===== src/rtl/tmr_pkg.sv =====
// Shared types and default widths for the timer run-control stage and the
// downstream counter bench.
package tmr_pkg;

   localparam int PSC_WIDTH_DEF = 8;
   localparam int CNT_WIDTH_DEF = 4;

   typedef enum logic {
      IDLE = 1'b0,
      RUN  = 1'b1
   } tmr_state_e;

endpackage


===== src/rtl/tmr_psc.sv =====
// Prescaler: emits one tick every div+1 cycles while run is high and
// restarts its count from zero on clr.
module tmr_psc
   import tmr_pkg::*;
#(
   parameter int PSC_WIDTH = PSC_WIDTH_DEF
) (
   input  logic                 clk,
   input  logic                 rstn,
   input  logic                 run,
   input  logic                 clr,
   input  logic [PSC_WIDTH-1:0] div,
   output logic                 tick
);

   logic [PSC_WIDTH-1:0] psc_cnt;

   // Decoded from registers only, so the tick cannot glitch on input changes.
   assign tick = run && (psc_cnt == div);

   always_ff @(posedge clk or negedge rstn) begin
      if (!rstn) begin
         psc_cnt <= '0;
      end else if (!run || clr || tick) begin
         psc_cnt <= '0;
      end else begin
         psc_cnt <= psc_cnt + 1'b1;
      end
   end

endmodule


===== src/rtl/tmr_run_ctrl.sv =====
// Run control for the timer counter: drives the counter enable tick and wrap
// limit, tracks wrap, and raises a sticky interrupt.
//
//   state | meaning
//   IDLE  | halted, en low, prescaler held at zero
//   RUN   | prescaler counting, en pulses every psc_sh+1 cycles
module tmr_run_ctrl
   import tmr_pkg::*;
#(
   parameter int PSC_WIDTH = PSC_WIDTH_DEF,
   parameter int CNT_WIDTH = CNT_WIDTH_DEF
) (
   input  logic                 clk,
   input  logic                 rstn,
   input  logic [PSC_WIDTH-1:0] cfg_psc,
   input  logic [CNT_WIDTH-1:0] cfg_max,
   input  logic                 cfg_oneshot,
   input  logic                 start,
   input  logic                 stop,
   input  logic                 irq_clr,
   input  logic [CNT_WIDTH-1:0] cnt,
   output logic                 en,
   output logic [CNT_WIDTH-1:0] max,
   output logic                 busy,
   output logic                 irq
);

   tmr_state_e           state_q;
   tmr_state_e           state_d;
   logic [PSC_WIDTH-1:0] psc_sh;
   logic                 oneshot_sh;
   logic                 load_sh;
   logic                 wrap;

   assign busy = (state_q == RUN);
   assign wrap = en && (cnt == max);

   tmr_psc #(
      .PSC_WIDTH (PSC_WIDTH)
   ) u_psc (
      .clk  (clk),
      .rstn (rstn),
      .run  (busy),
      .clr  (start || stop),
      .div  (psc_sh),
      .tick (en)
   );

   always_ff @(posedge clk or negedge rstn) begin
      if (!rstn) begin
         state_q <= IDLE;
      end else begin
         state_q <= state_d;
      end
   end

   // stop dominates start; a periodic wrap is the only point where a running
   // timer picks up new configuration.
   always_comb begin
      state_d = state_q;
      load_sh = 1'b0;
      case (state_q)
         IDLE: begin
            if (start && !stop) begin
               state_d = RUN;
               load_sh = 1'b1;
            end
         end
         RUN: begin
            if (stop) begin
               state_d = IDLE;
            end else if (start) begin
               load_sh = 1'b1;
            end else if (wrap) begin
               if (oneshot_sh) begin
                  state_d = IDLE;
               end else begin
                  load_sh = 1'b1;
               end
            end
         end
         default: begin
            state_d = IDLE;
         end
      endcase
   end

   always_ff @(posedge clk or negedge rstn) begin
      if (!rstn) begin
         psc_sh     <= '0;
         max        <= '0;
         oneshot_sh <= 1'b0;
      end else if (load_sh) begin
         psc_sh     <= cfg_psc;
         max        <= cfg_max;
         oneshot_sh <= cfg_oneshot;
      end
   end

   // Set has priority over clear so a wrap is never lost.
   always_ff @(posedge clk or negedge rstn) begin
      if (!rstn) begin
         irq <= 1'b0;
      end else if (wrap) begin
         irq <= 1'b1;
      end else if (irq_clr) begin
         irq <= 1'b0;
      end
   end

endmodule

===== config.mk =====
export PLATFORM = sky130hd
export DESIGN_NAME = tmr_run_ctrl
export DESIGN_NICKNAME = d
export VERILOG_FILES = /design/src/rtl/tmr_pkg.sv /design/src/rtl/tmr_psc.sv /design/src/rtl/tmr_run_ctrl.sv
export SDC_FILE = /design/constraint.sdc
export NUM_CORES = 1
export LEC_CHECK = 0
export ABC_AREA = 1
export BUFFER_PORTS_ARGS = -buffer_cell sky130_fd_sc_hd__buf_2
export CORE_MARGIN = 2
export CORE_UTILIZATION = 53
export DETAILED_ROUTE_END_ITERATION = 6
export PLACE_DENSITY = 0.78
export SYNTH_ARGS = -nofsm -noshare
export SYNTH_HDL_FRONTEND = slang
export SYNTH_SLANG_ARGS = --single-unit

===== constraint.sdc =====
create_clock -name clk -period 1.5 [get_ports clk]
set_clock_uncertainty 0.05 [all_clocks]
set_input_delay 0.45 -clock clk [delete_from_list [all_inputs] [get_ports clk]]
set_output_delay 0.45 -clock clk [all_outputs]
set_load 0.01 [all_outputs]

==> results of run 1 <==
## final cells by class
| cell class | count | share of cell area, % |
|---|---|---|
| sequential | 23 | 29.2 |
| multi-input combinational | 124 | 40.8 |
| inverter | 26 | 4.96 |
| clock buffer | 4 | 1.33 |
| tap | 30 | 1.91 |
| timing repair buffer | 64 | 21.8 |
## worst max-delay path: stages, from the launching register on
cell	delay, ns
dfrtp_1	0.45
inv_2	0.07
nand2_2	0.08
nand2_1	0.07
nor2_2	0.13
nand2_2	0.08
nor4_2	0.15
buf_2	0.17
## cells in the final DEF, fill, tap and decap left out
cell type and instances:
a21oi_2 1, nand3_2 14, xnor2_1 4, nand2_4 2
o31ai_1 1, nor2_4 4, nand4_1 2, a21o_2 1
o21ai_1 2, clkbuf_4 3, buf_2 28, xor2_1 2
buf_4 31, nor2_1 8, nor2_2 8, nand2_2 11
nand2_1 39, nor3_2 3, or2_1 1, dfrtp_1 23
o21ai_0 2, nor4_2 1, inv_1 19, ha_2 1
clkbuf_1 1, inv_2 7, buf_6 5, nand4_4 1
nand3_1 14, nand3_4 2
## how the worst max path moves through the flow
stage,endpoint,slack (ns),depth (start not counted)
after floorplan,en,0.02,5
after global placement,psc_sh[1]$_DFFE_PN0P_,-0.09,9
after detailed placement,oneshot_sh$_DFFE_PN0P_,-0.14,9
after CTS,en,-0.44,6
after global routing,en,-0.57,7
final,en,-0.52,7
## cells by family (layout without fill, tap and decap cells)
group           Yosys count  count (layout)  synth area share [%]
compound gates            7               7                  3.36
xor+xnor                  6               6                  3.92
fa+ha+maj                 1               1                 0.934
buf+inv                  31              94                  11.2
flops                    23              23                  43.0
simple gates            109             110                  37.6
## power by group through the flow
| stage | clock [mW] | combinational (mW) | sequential (mW) |
|---|---|---|---|
| after floorplan | 0 | 0.261 | 0.737 |
| after global placement | 0 | 0.440 | 0.734 |
| after detailed placement | 0 | 0.452 | 0.737 |
| after CTS | 0.300 | 0.477 | 0.725 |
| after global routing | 0.338 | 0.660 | 0.741 |
| final | 0.310 | 0.612 | 0.738 |
## timing repair
item	4_1_cts	5_1_grt
cloned	1	1
resized for setup	7	44
endpoints found under the setup margin	13	24
pin swaps	0	23
setup buffers	1	5
## flip-flops by register name, indices dropped and copies added (netlist names)
name           count
u_psc.psc_cnt      8
psc_sh             8
max                4
busy               1
irq                1
oneshot_sh         1
## layer usage
layer	vias to the layer above	routed length [um]
li1	684	-
met5	-	0
met1	687	1660
met4	0	125
met2	68	2310
met3	13	214
## metrics by stage
step	hold WS (ns)	util, %	cells	instance area (sq um)	TNS (ns)
final	0.0248	81.0	271	1970	-3.20
after global routing	0.0643	81.0	271	1970	-4.49
after CTS	0.0519	72.8	267	1770	-0.732
after detailed placement	0.405	70.1	261	1700	-1.60
after global placement	0.400	70.1	261	1700	-1.09
after floorplan	0.104	-	177	1350	0
==> results.json, run 1 <==
{
  "pwr-share-clk_pct": 18.7,
  "switching_share_pct": 36.7,
  "die_h_um": 54.3,
  "max-clock-path-buffers": 2,
  "comb_power_share_pct": 36.9,
  "ant_nets": 0,
  "syn_area_sq_mm": 0.00134,
  "drt-vias-per-instance": 5.36,
  "ys_ff_latch": 23,
  "ios": 29,
  "route.detailed.drc": 0,
  "fin_ws_ns": -0.518,
  "drive_gt1_share_pct": 51.0,
  "switchingPower_uw": 609,
  "rsz0062_at_grt": "true",
  "top_usage_layer": "met2",
  "ys.warnings.count": 0,
  "synth_async_sr_flop_share_pct": 100,
  "worstReg2RegStart": "u_psc.psc_cnt[0]$_DFF_PN0_",
  "fin_nets": 265,
  "drtIter0Drc": 52,
  "hold_viol": 0,
  "die_w_um": 54.3,
  "slew_viol_final": 0,
  "cts_tree": "done",
  "maxSlewHeadroom_pct": 64.5,
  "clock_sinks": 23,
  "cts_inserted_buffers": 3,
  "start_util_pct": 55.1,
  "setup_viol": 24,
  "grt_max_degree": 24,
  "min_path_type": "input port to asynchronous set/reset pin",
  "firstDrtPassIters": 4,
  "clkLatencyLatePin_ns": 0.33,
  "syn_nets": 200,
  "routabilityCongestion": 0.900,
  "total_power_mw": 1.66,
  "clk_pin_slew_ns": 0.14,
  "p_leak_nw": 1.02,
  "netlist.area_leader.share_pct": 43.0,
  "overflow": 0,
  "multi_input_area_sq_um": 803,
  "grtUsageMet1_pct": 33.5,
  "p_per_area_mw_per_mm2": 843,
  "synth_edf_count": 0,
  "r2r-end": "oneshot_sh$_DFFE_PN0P_",
  "antenna_found_initial": 0,
  "grt_usage_pct": 26.6,
  "status": "complete, but fails checks",
  "synth_most_common_cell": "nand2_1",
  "netlist_top_cells_area": "dfrtp_1 43%, nand2_1 13%, nand3_1 10%",
  "fin_crit_ns": 2.02,
  "fill_cells": 164,
  "r2r_cells": 10,
  "critPathMaxFanout": 3,
  "arrival_ns": 1.52,
  "avgSynthCellArea_sq_um": 7.57,
  "coreArea_sq_mm": 0.00243,
  "seq_power_share_pct": 44.4,
  "cp.required_ns": 1.00,
  "syn_to_final_growth_pct": 47.0,
  "hold_buffers": 0,
  "dieArea_sq_mm": 0.00295,
  "regArea_sq_um": 576,
  "dpl_worst_slack_ns": -0.142,
  "tightestPinTransition_ns": 0.533,
  "crit_path_start_kind": "register",
  "dominantRegCellSynth": "dfrtp_1",
  "violations": "negative setup slack",
  "wl_mm": 4.31,
  "numPortBuffers": 28,
  "clk_root_buffer_cell": "clkbuf_4",
  "max_cap_viol_count": 0,
  "seq_area_frac_synth_pct": 43.0,
  "rows": 18,
  "synth_top_area_cell": "dfrtp_1",
  "vdd_ir_drop_max_uv": 869,
  "grt_pass1_vias": 1281,
  "use_met3_pct": 2.73,
  "p_int_mw": 1.05,
  "route.detailed.wl_per_inst_um": 15.9,
  "fmax_mhz": 496,
  "min_period_over_period_pct": 135,
  "end_kind": "output port",
  "r2r_setup_slack_ns": -0.18,
  "vias": 1452,
  "grt.met2_usage_pct": 46.4,
  "diodes": 0,
  "netlist_instances": 177,
  "grt_pass1_wl_mm": 5.59,
  "timing.setup.critical_path_class": "register to output port",
  "yosysUniqueCellTypes": 27,
  "synth_common_cells": "47 x nand2_1, 28 x nand3_1, 23 x dfrtp_1, 21 x inv_1, 16 x nor2_1",
  "setup.worst_path.start": "u_psc.psc_cnt[0]$_DFF_PN0_",
  "htree_levels": 1,
  "post-dp-hpwl_mm": 2.49
}
(Power assumes the default switching activity.)
==> run 2, diff against run 1 <==
--- a/config.mk
+++ b/config.mk
@@ -11,6 +11,7 @@
 export CORE_UTILIZATION = 53
 export DETAILED_ROUTE_END_ITERATION = 6
 export PLACE_DENSITY = 0.78
+export REMOVE_ABC_BUFFERS = 1
 export SYNTH_ARGS = -nofsm -noshare
 export SYNTH_HDL_FRONTEND = slang
 export SYNTH_SLANG_ARGS = --single-unit
==> run 2 against run 1 <==
Die area stayed put. Combinational power decreased by 1%. Critical path type unchanged. Critical endpoint unchanged. Cell area rose by 0.51%. Critical path depth decreased by 2. Largest cell class unchanged. Clock-buffer cell count is the same. Maximum frequency down 0.46%. The flow still finishes with violations (negative setup slack). Worst hold slack gained 0.027 ns. Via count increased by 1.0%. Largest power group unchanged.
==> results.json, run 2 (same netlist as run 1, synthesis figures left out) <==
{
  "crit_path_start_kind": "register",
  "max_stage_delay_ns": 0.44,
  "clk_root_buffer_cell": "clkbuf_4",
  "min_path_type": "input port to asynchronous set/reset pin",
  "vdd_ir_drop_max_uv": 863,
  "end_kind": "output port",
  "cts_inserted_buffers": 3,
  "crit_slowest_cell": "dfrtp_1",
  "max-clock-path-buffers": 2,
  "clkLatencyLatePin_ns": 0.31,
  "post-dp-hpwl_mm": 2.50,
  "tightestPinTransition_ns": 0.540,
  "crit_buf_inv": 2,
  "total_power_mw": 1.63,
  "arrival_ns": 1.53,
  "r2r-end": "psc_sh[3]$_DFFE_PN0P_",
  "grt_pass1_vias": 1433,
  "cp.depth": 5,
  "cts_tree": "done",
  "firstDrtPassIters": 4,
  "ios": 29,
  "ant_nets": 0,
  "maxSlewHeadroom_pct": 64.0,
  "grt_pass1_wl_mm": 6.40,
  "drt-vias-per-instance": 5.37,
  "numPortBuffers": 28,
  "dpl_worst_slack_ns": -0.214,
  "fmax_mhz": 493,
  "start_util_pct": 55.1,
  "clk_pin_slew_ns": 0.14,
  "fin_ws_ns": -0.527,
  "grt_max_degree": 24,
  "route.detailed.wl_per_inst_um": 15.2,
  "min_period_over_period_pct": 135,
  "htree_levels": 1,
  "fin_tns_setup_ns": -2.75,
  "path_cells": "inv_1, nand2_1, nand4_1, nor4_1, buf_2",
  "final_cell_mix": "42 x nand2_1, 31 x buf_4, 27 x buf_2",
  "status": "complete, but fails checks",
  "critPathMaxFanout": 3,
  "rows": 18,
  "cpLargestDelayFamily": "simple AND/OR/NAND/NOR gates",
  "drtIter0Drc": 33,
  "p_leak_nw": 1.04,
  "rsz0062_at_grt": "true",
  "hold_viol": 0,
  "vias": 1467,
  "slew_viol_final": 0,
  "syn_to_final_growth_pct": 47.7,
  "drive_gt1_share_pct": 46.9,
  "grt_usage_pct": 30.4,
  "r2r_setup_slack_ns": -0.18,
  "diodes": 0,
  "largestRegisters": "psc_sh (8), u_psc.psc_cnt (8), max (4)",
  "wl_mm": 4.16,
  "final_util_pct": 81.4,
  "timing.setup.critical_path_class": "register to output port",
  "final_common_cell": "nand2_1",
  "worstReg2RegStart": "psc_sh[3]$_DFFE_PN0P_",
  "routabilityCongestion": 0.918,
  "setup_viol": 22,
  "die_w_um": 54.3,
  "p_per_area_mw_per_mm2": 825,
  "clock_sinks": 23,
  "coreArea_sq_mm": 0.00243,
  "cp.required_ns": 1.00,
  "dieArea_sq_mm": 0.00295,
  "violations": "negative setup slack",
  "overflow": 0,
  "fin_crit_ns": 2.03,
  "setup.worst_path.start": "u_psc.psc_cnt[2]$_DFF_PN0_",
  "route.detailed.drc": 0,
  "die_h_um": 54.3,
  "antenna_found_initial": 0,
  "max_cap_viol_count": 0,
  "endpoint": "en",
  "fin_nets": 267,
  "r2r_cells": 11
}
[run 2: what timing repair did]
action | 4_1_cts | 5_1_grt
cloned | 1 | 0
buffers inserted | 16 | 6
gates resized for setup | 25 | 27
hold buffers | 0 | 0
pin swaps | 2 | 10
setup endpoints to repair | 22 | 25
[run 2: worst min-delay path by stage]
stage	cells past startpoint	from	slack, ns	endpoint
4_1_cts	1	rstn	0.06	u_psc.psc_cnt[3]$_DFF_PN0_
2_1_floorplan	0	rstn	0.10	busy$_DFF_PN0_
3_5_place_dp	1	rstn	0.41	u_psc.psc_cnt[2]$_DFF_PN0_
6_report	1	rstn	0.05	psc_sh[6]$_DFFE_PN0P_
5_1_grt	1	rstn	0.07	u_psc.psc_cnt[4]$_DFF_PN0_
3_3_place_gp	1	rstn	0.40	u_psc.psc_cnt[2]$_DFF_PN0_
[run 2: where the power goes]
| part | switching (mW) | internal (mW) | leakage, nW |
|---|---|---|---|
| logic | 0.330 | 0.275 | 0.723 |
| registers | 0.0565 | 0.675 | 0.306 |
| clock network | 0.193 | 0.104 | 0.0150 |
[run 2: cell type report]
| cell class | instances | area [sq um] |
|---|---|---|
| Clock buffer | 4 | 26.3 |
| Multi-Input combinational cell | 124 | 785 |
| Inverter | 26 | 97.6 |
| Fill cell | 154 | 453 |
| Tap cell | 30 | 37.5 |
| Timing Repair Buffer | 66 | 458 |
| Sequential cell | 23 | 576 |
[run 2: stage by stage]
stage	area (sq um)	cells	hold WS (ns)
after floorplan	1290	172	0.104
after global placement	1700	261	0.397
after detailed placement	1700	261	0.410
after CTS	1900	275	0.0637
after global routing	1980	273	0.0713
final	1980	273	0.0515
[run 2: per-layer routing]
metal	part of all wire [%]	vias up	global-route usage (%)
li1	-	690	-
met1	43	710	37.5
met2	50	55	52.2
met3	5.1	12	4.92
met4	2.1	0	13.3
met5	0	-	0
